## config.mk

```make
export PLATFORM = sky130hd
export DESIGN_NAME = instr_pipe_chain
export DESIGN_NICKNAME = d
export VERILOG_FILES = /design/src/rtl/instr_pipe_chain.sv
export SDC_FILE = /design/constraint.sdc
export NUM_CORES = 1
export LEC_CHECK = 0
export ABC_AREA = 1
export BUFFER_PORTS_ARGS = -buffer_cell sky130_fd_sc_hd__buf_2
export CAP_MARGIN = 20
export CORE_ASPECT_RATIO = 0.75
export CORE_MARGIN = 1
export CORE_UTILIZATION = 35
export CTS_CLUSTER_DIAMETER = 200
export DETAILED_ROUTE_END_ITERATION = 10
export GPL_TIMING_DRIVEN = 1
export PLACE_DENSITY = 0.6
export SLEW_MARGIN = 25
export SYNTH_ARGS = -nofsm -noshare
export SYNTH_HDL_FRONTEND = slang
export SYNTH_SLANG_ARGS = --single-unit
export TNS_END_PERCENT = 30
```

## constraint.sdc

```tcl
create_clock -name CLK -period 1.6 [get_ports CLK]
set_clock_uncertainty 0.05 [all_clocks]
set_input_delay 0.08 -clock CLK [delete_from_list [all_inputs] [get_ports CLK]]
set_output_delay 0.08 -clock CLK [all_outputs]
set_load 0.005 [all_outputs]
```

## src/rtl/instr_pipe_chain.sv

```systemverilog
// instr_pipe_chain: DEPTH-deep instruction/PC pipeline with per-stage valid bits.
// An empty stage always accepts an entry, so bubbles close up even while the
// output is stalled. FLUSH clears every valid bit and drops the input entry.
// OCCUPANCY is a registered count of the valid stages.
module instr_pipe_chain #(
    parameter int INSTR_W = 11,
    parameter int PC_W    = 6,
    parameter int DEPTH   = 3,
    parameter int OCC_W   = $clog2(DEPTH + 1)
) (
    input  logic               CLK,
    input  logic               RST,
    input  logic               VALID_IN,
    input  logic [INSTR_W-1:0] INSTR_IN,
    input  logic [PC_W-1:0]    COUNTER_IN,
    output logic               IN_READY,
    input  logic               STALL,
    input  logic               FLUSH,
    output logic               VALID_OUT,
    output logic [INSTR_W-1:0] INSTR_OUT,
    output logic [PC_W-1:0]    COUNTER_OUT,
    output logic [DEPTH-1:0]   STAGE_VALID,
    output logic [OCC_W-1:0]   OCCUPANCY
);

    logic [DEPTH-1:0]   valid_q;
    logic [DEPTH-1:0]   valid_d;
    logic [DEPTH:0]     ready;
    logic [INSTR_W-1:0] instr_q [DEPTH];
    logic [PC_W-1:0]    pc_q    [DEPTH];
    logic [OCC_W-1:0]   occ_q;
    logic [OCC_W-1:0]   occ_d;

    // Build the ready chain from the output back to the input.
    // A stage is ready when it is empty or when the stage ahead of it is ready.
    always_comb begin
        ready[DEPTH] = !STALL;
        for (int k = DEPTH - 1; k >= 0; k--) begin
            ready[k] = !valid_q[k] || ready[k+1];
        end
    end

    // Next-state valid bits. A ready stage takes the valid bit of its source.
    // FLUSH clears every stage, and the input entry is lost with them.
    always_comb begin
        valid_d = valid_q;
        if (FLUSH) begin
            valid_d = '0;
        end else begin
            if (ready[0]) begin
                valid_d[0] = VALID_IN;
            end
            for (int k = 1; k < DEPTH; k++) begin
                if (ready[k]) begin
                    valid_d[k] = valid_q[k-1];
                end
            end
        end
    end

    // Occupancy is the popcount of the next-state valid bits.
    always_comb begin
        occ_d = '0;
        for (int k = 0; k < DEPTH; k++) begin
            occ_d = occ_d + OCC_W'(valid_d[k]);
        end
    end

    // Stage registers. A data field loads only when its source holds a valid
    // entry; otherwise the field keeps its old value.
    always_ff @(posedge CLK) begin
        if (RST) begin
            valid_q <= '0;
            occ_q   <= '0;
            for (int k = 0; k < DEPTH; k++) begin
                instr_q[k] <= '0;
                pc_q[k]    <= '0;
            end
        end else begin
            valid_q <= valid_d;
            occ_q   <= occ_d;
            if (!FLUSH) begin
                if (ready[0] && VALID_IN) begin
                    instr_q[0] <= INSTR_IN;
                    pc_q[0]    <= COUNTER_IN;
                end
                for (int k = 1; k < DEPTH; k++) begin
                    if (ready[k] && valid_q[k-1]) begin
                        instr_q[k] <= instr_q[k-1];
                        pc_q[k]    <= pc_q[k-1];
                    end
                end
            end
        end
    end

    assign IN_READY    = ready[0];
    assign VALID_OUT   = valid_q[DEPTH-1];
    assign INSTR_OUT   = instr_q[DEPTH-1];
    assign COUNTER_OUT = pc_q[DEPTH-1];
    assign STAGE_VALID = valid_q;
    assign OCCUPANCY   = occ_q;

endmodule

```

=== Word level (Yosys, flattened, before mapping) ===
Memories as Yosys holds them, arrays and structs flattened.
Index checks and enable logic that the tools add are counted.

* Output and inout bits: 24
* Register bits: 5
* Memories: 2
* Input port bits: 22
* Logic and storage cells: 46
* Memory bits (writable): 51

{| class="wikitable"
|+ Memories
! name !! words !! width !! rd ports !! clocked after Yosys merged registers in !! wr ports !! RTL line !! source
|-
| instr_q || 3 || 11 || 3 || 0 || 3 || 29 || <nowiki>logic [INSTR_W-1:0] instr_q [DEPTH];</nowiki>
|-
| pc_q || 3 || 6 || 3 || 0 || 3 || 30 || <nowiki>logic [PC_W-1:0] pc_q [DEPTH];</nowiki>
|}

* Add/sub/neg operators: 2
* Mux-type cells: 24
* Reductions and logical operators: 10
* Bitwise logic cells: 6

{| class="wikitable"
|+ Operators with widths
! cell !! count
|-
| $mux W11 || 3
|-
| $mux W6 || 3
|-
| $mux W1 || 17
|-
| $or A1 B1 Y1 || 6
|-
| $logic_not A1 Y1 || 4
|-
| $logic_and A1 B1 Y1 || 3
|-
| $logic_or A1 B1 Y1 || 3
|-
| $mux W3 || 1
|-
| $add A1 B1 Y2 || 1
|-
| $add A2 B1 Y2 || 1
|}

=== Logic depth before layout (Yosys ltp) ===
Gate-level depths: netlist of the first run.

* Depth in word-level cells: 10
* Gate-level depth with buffers: 9
* Gate-level depth less buffers: 8

=== Worst setup path before layout of the first run ===
No wires, ideal clock.

* Path type: reg2reg
* Start: register valid_q[1] (netlist: STAGE_VALID[1])
* End: memory instr_q[2][0] (netlist: instr_q[0][22]), enable pin
* Arrival time: 962 ps
* Buffers on the path: 0
* Setup time: 373 ps
* Path slack: 214 ps
* Required time: 1177 ps
* Cell stages (with the launch flop): 5
* Clock period less this slack: 1386 ps
* Cell sequence: dfxtp_1 inv_1 nor2_2 nand2_1 nand2_1

{| class="wikitable"
|+ RTL lines
! item !! RTL line !! source
|-
| start, declared || 26 || <nowiki>logic [DEPTH-1:0] valid_q;</nowiki>
|-
| start signal, assigned || 80 || <nowiki>valid_q <= valid_d;</nowiki>
|-
| end, declared || 29 ||
|}

=== Final worst setup path of the first run ===
* Start: register valid_q[1] (netlist: STAGE_VALID[1])
* End: register occ_q[0] (netlist: OCCUPANCY[0])

* Word-level cells in the longest chain between the ends: 7
* Elaborated cells on any way between the ends: 9
* Those cells by class: add/sub: 2; mux: 4; reduce/logical: 3

{| class="wikitable"
|+ Ends and longest elaborated chain
! item !! RTL line !! source
|-
| $logic_not A1 Y1 || 39 || <nowiki>ready[k] = !valid_q[k] || ready[k+1];</nowiki>
|-
| $logic_or A1 B1 Y1 (2 in a row) || 39 ||
|-
| $mux W1 || 50 || <nowiki>if (ready[0]) begin</nowiki>
|-
| $mux W3 || 47 || <nowiki>if (FLUSH) begin</nowiki>
|-
| named net valid_d[0] || 27 || <nowiki>logic [DEPTH-1:0] valid_d;</nowiki>
|-
| $add A1 B1 Y2 || 65 || <nowiki>occ_d = occ_d + OCC_W'(valid_d[k]);</nowiki>
|-
| $add A2 B1 Y2 || 65 ||
|-
| named net occ_d[0] || 32 || <nowiki>logic [OCC_W-1:0] occ_d;</nowiki>
|-
| end signal, assigned || 74 || <nowiki>occ_q <= '0;</nowiki>
|-
| end signal, assigned || 81 || <nowiki>occ_q <= occ_d;</nowiki>
|-
| end, declared || 31 || <nowiki>logic [OCC_W-1:0] occ_q;</nowiki>
|}

The timed path passes the listed nets, and every way through them passes these cells.
A chain may end at the register's enable or synchronous reset.

==> out/metrics.csv, run 1 <==
metric,value,unit
status,completed,
crit_chain,inv_1 > nor2_2 > nand4_1 > nand2_1 > fa_1 > inv_1 > nor2_1,
holdPathEnd,pc_q[0][3],
io_buffers,45,
setup-violations-final,0,
use_met2,0.1823,
dieWidth,97.34,um
drtAntennaViolNets,0,
syn_nets,237,
place_congestion,0.7745,
worstPathArrival,1600,ps
pin_count,46,
htreeDepth,2,
cts_tree,done,
ir_worst_vdd,356.7,uV
antenna_found_initial,0,
cpMostUsedCell,inv_1,
path_buf_inv,2,
synth-seq-cells,56,
ys_seq_area_frac,0.6838,
slew_viol_final,0,
synth_cells,214,
placed_area,2604,um^2
final_area,2718,um^2
clk_pin_slew,100,ps
nNetsFinal,274,
core_area,6444,um^2
hold_depth,3,
track_usage,0.09892,
critPathSlowestCell,dfxtp_1,
r2r_cells,7,
crit_family,flip-flops,
grt_use_met3,0.02854,
met1_usage,0.1026,
synth_top_family_by_area,buffers and inverters,
grt_pass1_vias,1244,
clock_sinks,56,
wl_per_cell,9.718,um
die_area,7155,um^2
via_per_inst,3.922,
critPathMaxFanout,4,
drive_gt1_frac,0.2698,
finalSetupTns,0,ps
netlist_area,2386,um^2
synth_cell_types,15,
worst_slew_pin_slew,232.3,ps
dpl.hpwl,2.153,mm
required,1760,ps
area_growth,13.90,%
synth_compound_area_frac,0.006293,
cts_inserted_buffers,5,
worst-setup-path-type,reg -> reg,
finalHoldViolCount,0,
max_stage_delay,390,ps
fmax,697.5,MHz
dr.pass1.iters,2,
grt-ovfl-total,0,
min_period_over_period,0.8960,
cts.path.max_buffers,2,
synthAdderAreaFrac,0.008390,
remaining_drc_errors,0,
maxCapViolations,0,
yosys.area_share.simple,0.1285,
p_per_area,981.2,nW/um^2
min_path_type,in -> reg,
regToRegStartpoint,STAGE_VALID[1],
p_leak,1.253,nW
die_y,73.51,um
worst_setup_path_start_kind,flop,
grt_max_degree,24,
worst_skew_pair.late_latency,310,ps
rsz0062_at_grt,false,
rows,25,
max_slew_margin,0.8452,
yosysWarnings,0,
syn_avg_cell_area,11.15,um^2
synth.area.mux_share,0,
vias,1306,
finalWirelength,3.236,mm
min_from,COUNTER_IN[3],
busiest_layer,met2,
cp-end-kind,flop,
grt_first_pass_wirelength,5.326,mm
diodes,0,
drt_iter0_drc,28,
finalCriticalPeriod,1434,ps
initial_core_util,0.3703,
cts-root-buf,clkbuf_8,
reg2reg_setup_slack,170,ps
synth-xor-area-share,0,
r2r-end,OCCUPANCY[0],
## flip-flops by register name (all words and copies together) (netlist names)
name         count
OCCUPANCY        2
pc_q            18
instr_q         33
STAGE_VALID      3
## synth_stat cells
| cell type | n | area share |
|---|---|---|
| nand2_4 | 1 | 0.0047 |
| nand3_1 | 1 | 0.0021 |
| fa_1 | 1 | 0.0084 |
| a21oi_1 | 3 | 0.0063 |
| nand4_1 | 2 | 0.0052 |
| buf_6 | 5 | 0.024 |
| buf_4 | 18 | 0.057 |
| nor2_1 | 50 | 0.079 |
| inv_1 | 59 | 0.093 |
| nor2_2 | 6 | 0.016 |
| nand2_2 | 1 | 0.0026 |
| nand2_1 | 9 | 0.014 |
| edfxtp_1 | 51 | 0.64 |
| and2_1 | 2 | 0.0052 |
| dfxtp_1 | 5 | 0.042 |
## report_power, final
| group | switching (mW) | leakage, nW | internal (mW) |
|---|---|---|---|
| sequential | 0.0188 | 0.575 | 1.68 |
| combinational | 0.115 | 0.637 | 0.0841 |
| clock | 0.458 | 0.0414 | 0.313 |
| total | 0.591 | 1.25 | 2.08 |
## what timing repair did
action / in CTS / in global routing
setup buffers: 0 / 0
setup endpoints to repair: 0 / 1
endpoints found under the hold margin: 4 / 0
resized for setup: 0 / 2
hold buffers: 2 / 0
## cells by family (layout without fill, tap and decap cells)
logic type	after synthesis	in the layout
and+or+nand+nor	72	72
DFF	56	56
AOI/OAI and AO/OA	3	3
adders and majority gates	1	1
buffers and inverters	82	120
## placed cells by master (no fill, tap or decap), drive strengths merged
master,instances
nor2,56
nand3,1
dfxtp,5
clkbuf,6
and2,2
nand4,2
a21oi,3
clkinv,1
clkinvlp,1
buf,51
dlygate4sd3,2
edfxtp,51
inv,59
nand2,11
fa,1
## how the worst max path moves through the flow
stage | from | to | slack [ps] | cells past startpoint
detailed placement | STAGE_VALID[2] | OCCUPANCY[0] | 130 | 5
global route | STAGE_VALID[1] | pc_q[0][0] | 20 | 8
CTS | STAGE_VALID[2] | OCCUPANCY[0] | 110 | 5
finish | STAGE_VALID[1] | OCCUPANCY[0] | 170 | 7
floorplan | STAGE_VALID[1] | instr_q[0][22] | 210 | 4
global placement | STAGE_VALID[1] | OCCUPANCY[0] | 160 | 5
## layout make-up
cell class                 instances  area [um^2]
fill                             635         3726
sequential                        56         1633
multi-input combinational         76        345.3
timing repair buffer              53        327.8
inverter                          59        221.5
tap                               81        101.3
clock buffer                       6        72.57
clock inverter                     2        16.27
## worst min-delay path: cells and delay by family
family / cells / cell delay, ps
buf+inv: 2 / 100
simple gates: 1 / 80
## routing by layer
| layer | routed length [um] | vias to the layer above |
|---|---|---|
| met3 | 173 | 8 |
| met1 | 1389 | 570 |
| met4 | 65 | 0 |
| met2 | 1607 | 34 |
| li1 | - | 694 |
| met5 | 0 | - |
## stage by stage
stage | hold slack [ps] | power (mW) | util | std cells | setup WS [ps]
4_1_cts | 3.190 | 2.704 | 0.4210 | 333 | 111.7
3_3_place_gp | 239.4 | 1.927 | 0.4041 | 323 | 163.4
5_1_grt | 10.00 | 2.777 | 0.4217 | 333 | 16.72
2_1_floorplan | 99.07 | 1.869 | - | 214 | 214.2
3_5_place_dp | 239.9 | 1.931 | 0.4041 | 323 | 129.2
6_report | 8.686 | 2.667 | 0.4217 | 333 | 166.4
Note: power is estimated with default switching activity, not from simulation.
==> inputs of run 2 (changes only) <==
--- a/config.mk
+++ b/config.mk
@@ -15,6 +15,7 @@
 export DETAILED_ROUTE_END_ITERATION = 10
 export GPL_TIMING_DRIVEN = 1
 export PLACE_DENSITY = 0.6
+export REMOVE_ABC_BUFFERS = 1
 export SLEW_MARGIN = 25
 export SYNTH_ARGS = -nofsm -noshare
 export SYNTH_HDL_FRONTEND = slang
==> run 2 against run 1 <==
Global-route usage is 0.31 points higher. First-iteration DRC count is 18% higher. Clock power is 0.9% lower. Non-clock buffer count is 2 lower. Worst setup slack worse by 45 ps. Hold slack better by 6.0 ps. Critical path type unchanged. Highest routed layer unchanged.
==> out/metrics.csv, run 2 (synthesis gave the netlist of run 1 again) <==
metric,value,unit,change
status,completed,,
die_y,73.51,um,unchanged
wl_per_cell,10.15,um,+4.4%
total_power,2.660,mW,-0.24%
crit_path_start,STAGE_VALID[2],,
top_register,instr_q,,
most-common-layout-cells,"59 x inv_1, 51 x edfxtp_1, 50 x nor2_1",,
worstPathArrival,1640,ps,+40 ps
p_per_area,982.1,nW/um^2,about the same
core_area,6444,um^2,unchanged
regToRegStartpoint,STAGE_VALID[2],,
worst-setup-path-type,reg -> reg,,
fmax,676.1,MHz,-3.1%
rsz0062_at_grt,false,,
nNetsFinal,272,,-0.73%
htreeDepth,2,,unchanged
cp.depth,5,,-2
crit_family,adder cells,,
post-cts-setup-buffer-count,0,,unchanged
cts-root-buf,clkbuf_8,,
slew_viol_final,0,,unchanged
die_area,7155,um^2,unchanged
stdcell_count,331,,-0.60%
critPathMaxFanout,6,,+2
finalWirelength,3.358,mm,+3.8%
place_congestion,0.8096,,+4.5%
place_inst,322,,-0.31%
multi_input_area,341.6,um^2,-1.1%
fin_util,0.4204,,-0.001360
placed_area,2609,um^2,+0.19%
crit_chain,nand3_1 > a21oi_1 > fa_1 > inv_1 > nor2_1,,
finalSetupTns,0,ps,unchanged
reg2reg_setup_slack,120,ps,-50 ps
area_growth,13.53,%,
initial_core_util,0.3703,,unchanged
min_path_type,in -> reg,,
diodes,0,,unchanged
finalHoldViolCount,0,,unchanged
pin_count,46,,unchanged
via_per_inst,4.009,,+2.2%
max_stage_delay,460,ps,+70 ps
r2r-end,OCCUPANCY[0],,
path_buf_inv,1,,-1
p_leak,1.249,nW,-0.33%
max_slew_margin,0.7977,,-0.04746
cts_tree,done,,
clock_sinks,56,,unchanged
setup-violations-final,0,,unchanged
track_usage,0.1020,,+0.003076
r2r_cells,5,,-2
fillerInstances,601,,-5.4%
finalCriticalPeriod,1479,ps,+45.45 ps
final_area,2709,um^2,-0.32%
rows,25,,unchanged
worst_slew_pin_slew,303.4,ps,+71.19 ps
grt_pass1_vias,1197,,-3.8%
largest_reg_flops,33,,unchanged
vias,1327,,+1.6%
remaining_drc_errors,0,,unchanged
antenna_found_initial,0,,unchanged
cts_inserted_buffers,5,,unchanged
cts.path.max_buffers,2,,unchanged
dpl.hpwl,2.172,mm,+0.86%
drt_iter0_drc,33,,+18%
critPathSlowestCell,fa_1,,
dieWidth,97.34,um,unchanged
grt-ovfl-total,0,,unchanged
worst_skew_pair.late_latency,300,ps,about the same
maxCapViolations,0,,unchanged
endpoint,OCCUPANCY[0],,
grt_first_pass_wirelength,5.464,mm,+2.6%
io_buffers,45,,unchanged
dr.pass1.iters,6,,+4
clk_pin_slew,100,ps,about the same
worst_setup_path_start_kind,flop,,
ir_worst_vdd,355.5,uV,-0.34%
drtAntennaViolNets,0,,unchanged
cp-end-kind,flop,,
min_period_over_period,0.9244,,+0.02841
drive_gt1_frac,0.2640,,-0.005841
required,1760,ps,about the same
grt_max_degree,30,,+25%
final_common_cell,inv_1,,
regArea,1633,um^2,unchanged
==> run 2: cell types whose count changed in the layout (fill, tap and decap cells not counted), sizes merged <==
cell | previous run | this run
buf | 51 | 50
dlygate4sd3 | 2 | 1
==> run 2: cell type report <==
cell class / count / share of cell area
Timing Repair Buffer: 51 / 0.1192
Multi-Input combinational cell: 76 / 0.1261
Sequential cell: 56 / 0.6028
Tap cell: 81 / 0.03741
Inverter: 59 / 0.08175
Clock buffer: 6 / 0.02679
Clock inverter: 2 / 0.006005
==> run 2: where the power goes <==
part | total [mW] | internal [mW] | switching, mW | leakage (nW)
clock network | 0.763 | 0.313 | 0.451 | 0.0414
logic | 0.199 | 0.0843 | 0.115 | 0.633
registers | 1.70 | 1.68 | 0.0190 | 0.575
total | 2.66 | 2.08 | 0.585 | 1.25
==> run 2: worst min path at each step <==
stage | end | slack [ps] | start | cells after the start
after global placement | OCCUPANCY[0] | 250 | RST | 2
after detailed placement | OCCUPANCY[0] | 250 | RST | 2
after CTS | instr_q[0][6] | 0.7 | INSTR_IN[6] | 3
after floorplan | STAGE_VALID[0] | 100 | RST | 1
final | instr_q[0][6] | 10 | INSTR_IN[6] | 3
after global routing | pc_q[0][1] | 9 | COUNTER_IN[1] | 3
==> run 2: metal layers <==
layer | track usage | wire [um] | vias to the layer above
met5 | 0 | 0 | -
met4 | 0.07026 | 116 | 0
met3 | 0.02759 | 150 | 11
met2 | 0.1682 | 1647 | 38
met1 | 0.1189 | 1443 | 586
li1 | - | - | 692
==> run 2: per-stage QoR <==
stage          hold WS (ps)  setup slack, ps
2_1_floorplan         99.07            165.7
3_3_place_gp          251.2            225.9
3_5_place_dp          245.9            106.4
4_1_cts              0.6625            83.47
5_1_grt               9.137            55.82
6_report              14.72            120.9
==> run 2: what timing repair did <==
action | in CTS | in global routing
hold endpoints to repair | 3 | 0
resized for setup | 0 | 1
setup endpoints to repair | 0 | 2
hold buffers | 1 | 0
==> run 2: worst reg2reg max path: cells and delay by family, from the launching register on <==
kind            cells  cell delay, ps
buf+inv             1              60
fa+ha+maj           1             460
compound gates      1             280
simple gates        2             140
flops               1             390
==> inputs of run 3 (changes only) <==
--- a/config.mk
+++ b/config.mk
@@ -5,7 +5,6 @@
 export SDC_FILE = /design/constraint.sdc
 export NUM_CORES = 1
 export LEC_CHECK = 0
-export ABC_AREA = 1
 export BUFFER_PORTS_ARGS = -buffer_cell sky130_fd_sc_hd__buf_2
 export CAP_MARGIN = 20
 export CORE_ASPECT_RATIO = 0.75
@@ -14,7 +13,7 @@
 export CTS_CLUSTER_DIAMETER = 200
 export DETAILED_ROUTE_END_ITERATION = 10
 export GPL_TIMING_DRIVEN = 1
-export PLACE_DENSITY = 0.6
+export PLACE_DENSITY = 0.58
 export REMOVE_ABC_BUFFERS = 1
 export SLEW_MARGIN = 25
 export SYNTH_ARGS = -nofsm -noshare
==> run 3 against run 2 <==
The flow now finishes with violations (DRC). Critical path depth unchanged. Clock power increased by 43%. Worst setup slack got worse by 45 ps. Count of clock-buffer cells in the layout decreased by 1. Global-route usage increased by 1.0 points. Sequential share of layout area decreased by 15 points. Die area increased by 30%. Routed wire length increased by 55%. Sequential power about the same. Sequential cell count unchanged. Critical endpoint is now instr_q[0][17].
==> out/metrics.csv, run 3 <==
metric,value,unit,change
max_slew_margin,0.6852,,-0.1125
place_inst,345,,+7.1%
p_leak,1.316,nW,+5.3%
vias,1713,,+29%
clock_sinks,56,,unchanged
core_area,8563,um^2,+33%
largest_reg_flops,33,,unchanged
grt-ovfl-total,0,,unchanged
remaining_drc_errors,4,,+4
cts_inserted_buffers,5,,unchanged
syn_avg_cell_area,14.03,um^2,+26%
ir_worst_vdd,580.4,uV,+63%
dieWidth,111.2,um,+14%
antenna_found_initial,0,,unchanged
top_register,instr_q,,
netlist_area,3129,um^2,+31%
finalSetupTns,0,ps,unchanged
finalCriticalPeriod,1524,ps,+45.00 ps
slew_viol_final,0,,unchanged
min_path_type,in -> reg,,
regToRegStartpoint,STAGE_VALID[0],,
worst_slew_pin_slew,472.2,ps,+168.7 ps
stdcell_count,357,,+7.9%
synth_area_leaders,"edfxtp_1 49%, a311oi_2 22%, inv_1 6.2%, buf_4 5.8%, a311oi_4 3.4%",,
synth_cells,223,,+4.2%
min_from,COUNTER_IN[0],,
clk_pin_slew,70,ps,-30 ps
setup-violations-final,0,,unchanged
via_per_inst,4.798,,+20%
synth-seq-cells,56,,unchanged
dpl.hpwl,3.170,mm,+46%
crit_path_start,RST,,
place_congestion,0.8177,,+1.0%
synth-main-ff-cell,edfxtp_1,,
grt_max_degree,52,,+73%
worst_skew_pair.late_latency,290,ps,about the same
dr.pass1.iters,7,,+1
synth_top_area_share,0.4894,,-0.1524
required,1660,ps,-100 ps
yosysWarnings,0,,unchanged
fin_util,0.4179,,-0.002504
synth_edf_count,51,,unchanged
finalHoldViolCount,0,,unchanged
cts-root-buf,clkbuf_16,,
htreeDepth,2,,unchanged
cts_tree,done,,
violations,DRC,,
drive_gt1_frac,0.5020,,+0.2380
hold_depth,3,,unchanged
total_power,3.164,mW,+19%
synth_commonest_cells,"52 x inv_1, 51 x edfxtp_1, 46 x a311oi_2, 24 x buf_4, 8 x buf_2",,
worst-setup-path-type,in -> reg,,
critPathMaxFanout,26,,+20
pin_count,46,,unchanged
fmax,656.1,MHz,-3.0%
grt_pass1_vias,1594,,+33%
area_growth,14.35,%,
max_stage_delay,550,ps,+90 ps
cts.path.max_buffers,2,,unchanged
p_per_area,884.3,nW/um^2,-10%
wl_per_cell,14.56,um,+44%
final_area,3578,um^2,+32%
synth_cell_types,24,,+9
io_buffers,45,,unchanged
track_usage,0.1124,,+0.01041
critPathSlowestCell,dlygate4sd3_1,,
initial_core_util,0.3654,,-0.004862
crit_chain,dlygate4sd3_1 > buf_2 > or2_4 > buf_16 > a311oi_2,,
worst_setup_path_start_kind,input pin,,
status,"finished, violations left",,
most-common-layout-cells,"52 x inv_1, 51 x edfxtp_1, 46 x a311oi_2",,
fillerInstances,811,,+35%
ys_seq_area_frac,0.5214,,-0.1624
grt_first_pass_wirelength,8.238,mm,+51%
ys_async_sr_fraction,0,,unchanged
yosysTopAreaCell,edfxtp_1,,
r2r_cells,4,,-1
rsz0062_at_grt,false,,
regArea,1634,um^2,about the same
worstPathArrival,1580,ps,-60 ps
rows,29,,+16%
maxCapViolations,0,,unchanged
finalWirelength,5.199,mm,+55%
diodes,0,,unchanged
drt_iter0_drc,108,,+230%
yosysMostFrequentCell,inv_1,,
die_y,83.89,um,+14%
min_period_over_period,0.9526,,+0.02813
die_area,9327,um^2,+30%
placed_area,3356,um^2,+29%
final_common_cell,inv_1,,
drtAntennaViolNets,0,,unchanged
nNetsFinal,271,,-0.37%
cp-end-kind,flop,,
multi_input_area,970.9,um^2,+180%
run 3: cell types whose count changed after synthesis, sizes merged, moves of 2 or more:
cell    delta
nor2      -51
nand2     -10
a311oi    +51
buf       +19
inv        -7
nand2b     +2
nor2b      +2
a21oi      -2
a31o       +3
and2       -2
run 3: cell type report:
| cell class | instances | share of cell area |
|---|---|---|
| Tap cell | 108 | 0.03776 |
| Clock inverter | 3 | 0.006294 |
| Timing Repair Buffer | 60 | 0.1385 |
| Sequential cell | 56 | 0.4566 |
| Multi-Input combinational cell | 73 | 0.2713 |
| Clock buffer | 5 | 0.03497 |
| Inverter | 52 | 0.05455 |
run 3: report_power, final:
part           switching [mW]  leakage [nW]  internal (mW)  total, mW
registers              0.0215         0.575           1.68       1.70
clock network           0.502        0.0742          0.586       1.09
logic                   0.227         0.667          0.151      0.378
run 3: per-layer routing:
metal / vias to the layer above / global-route usage / wire (um)
met1: 816 / 0.1566 / 2568
li1: 856 / - / -
met5: - / 0 / 0
met4: 0 / 0.03317 / 44
met2: 37 / 0.1756 / 2408
met3: 4 / 0.02397 / 178
run 3: path summary, 6_finish.rpt:
kind / end / slack [ps]
min: pc_q[0][0] / 80
min reg2reg: pc_q[0][6] / 570
max reg2reg: OCCUPANCY[0] / 130
max: instr_q[0][17] / 80
run 3: kinds of logic (layout without fill, tap and decap cells):
logic type / count (synthesis) / in the layout / share of synthesized area
AO/OA/AOI/OAI: 58 / 58 / 0.2751
adder cells (fa/ha/maj): 1 / 1 / 0.006398
buffers and inverters: 94 / 120 / 0.1747
flip-flops: 56 / 56 / 0.5214
AND/OR/NAND/NOR: 14 / 14 / 0.02239
run 3: repair_timing:
action | 4_1_cts | 5_1_grt
setup endpoints to repair | 0 | 32
setup buffers | 0 | 0
hold buffers | 3 | 0
gates resized for setup | 0 | 5
hold endpoints to repair | 3 | 0
run 3: per-stage QoR:
stage          hold WS [ps]  worst slack (ps)
2_1_floorplan         101.6             -1329
3_3_place_gp          281.4             132.0
3_5_place_dp          280.4             80.53
4_1_cts               72.62             8.390
5_1_grt               78.24             28.39
6_report              75.48             75.92
run 3: critical path: cells and delay by family:
kind	cells	cell delay (ps)
AND/OR/NAND/NOR	1	280
buffers and inverters	3	910
AO/OA/AOI/OAI	1	290
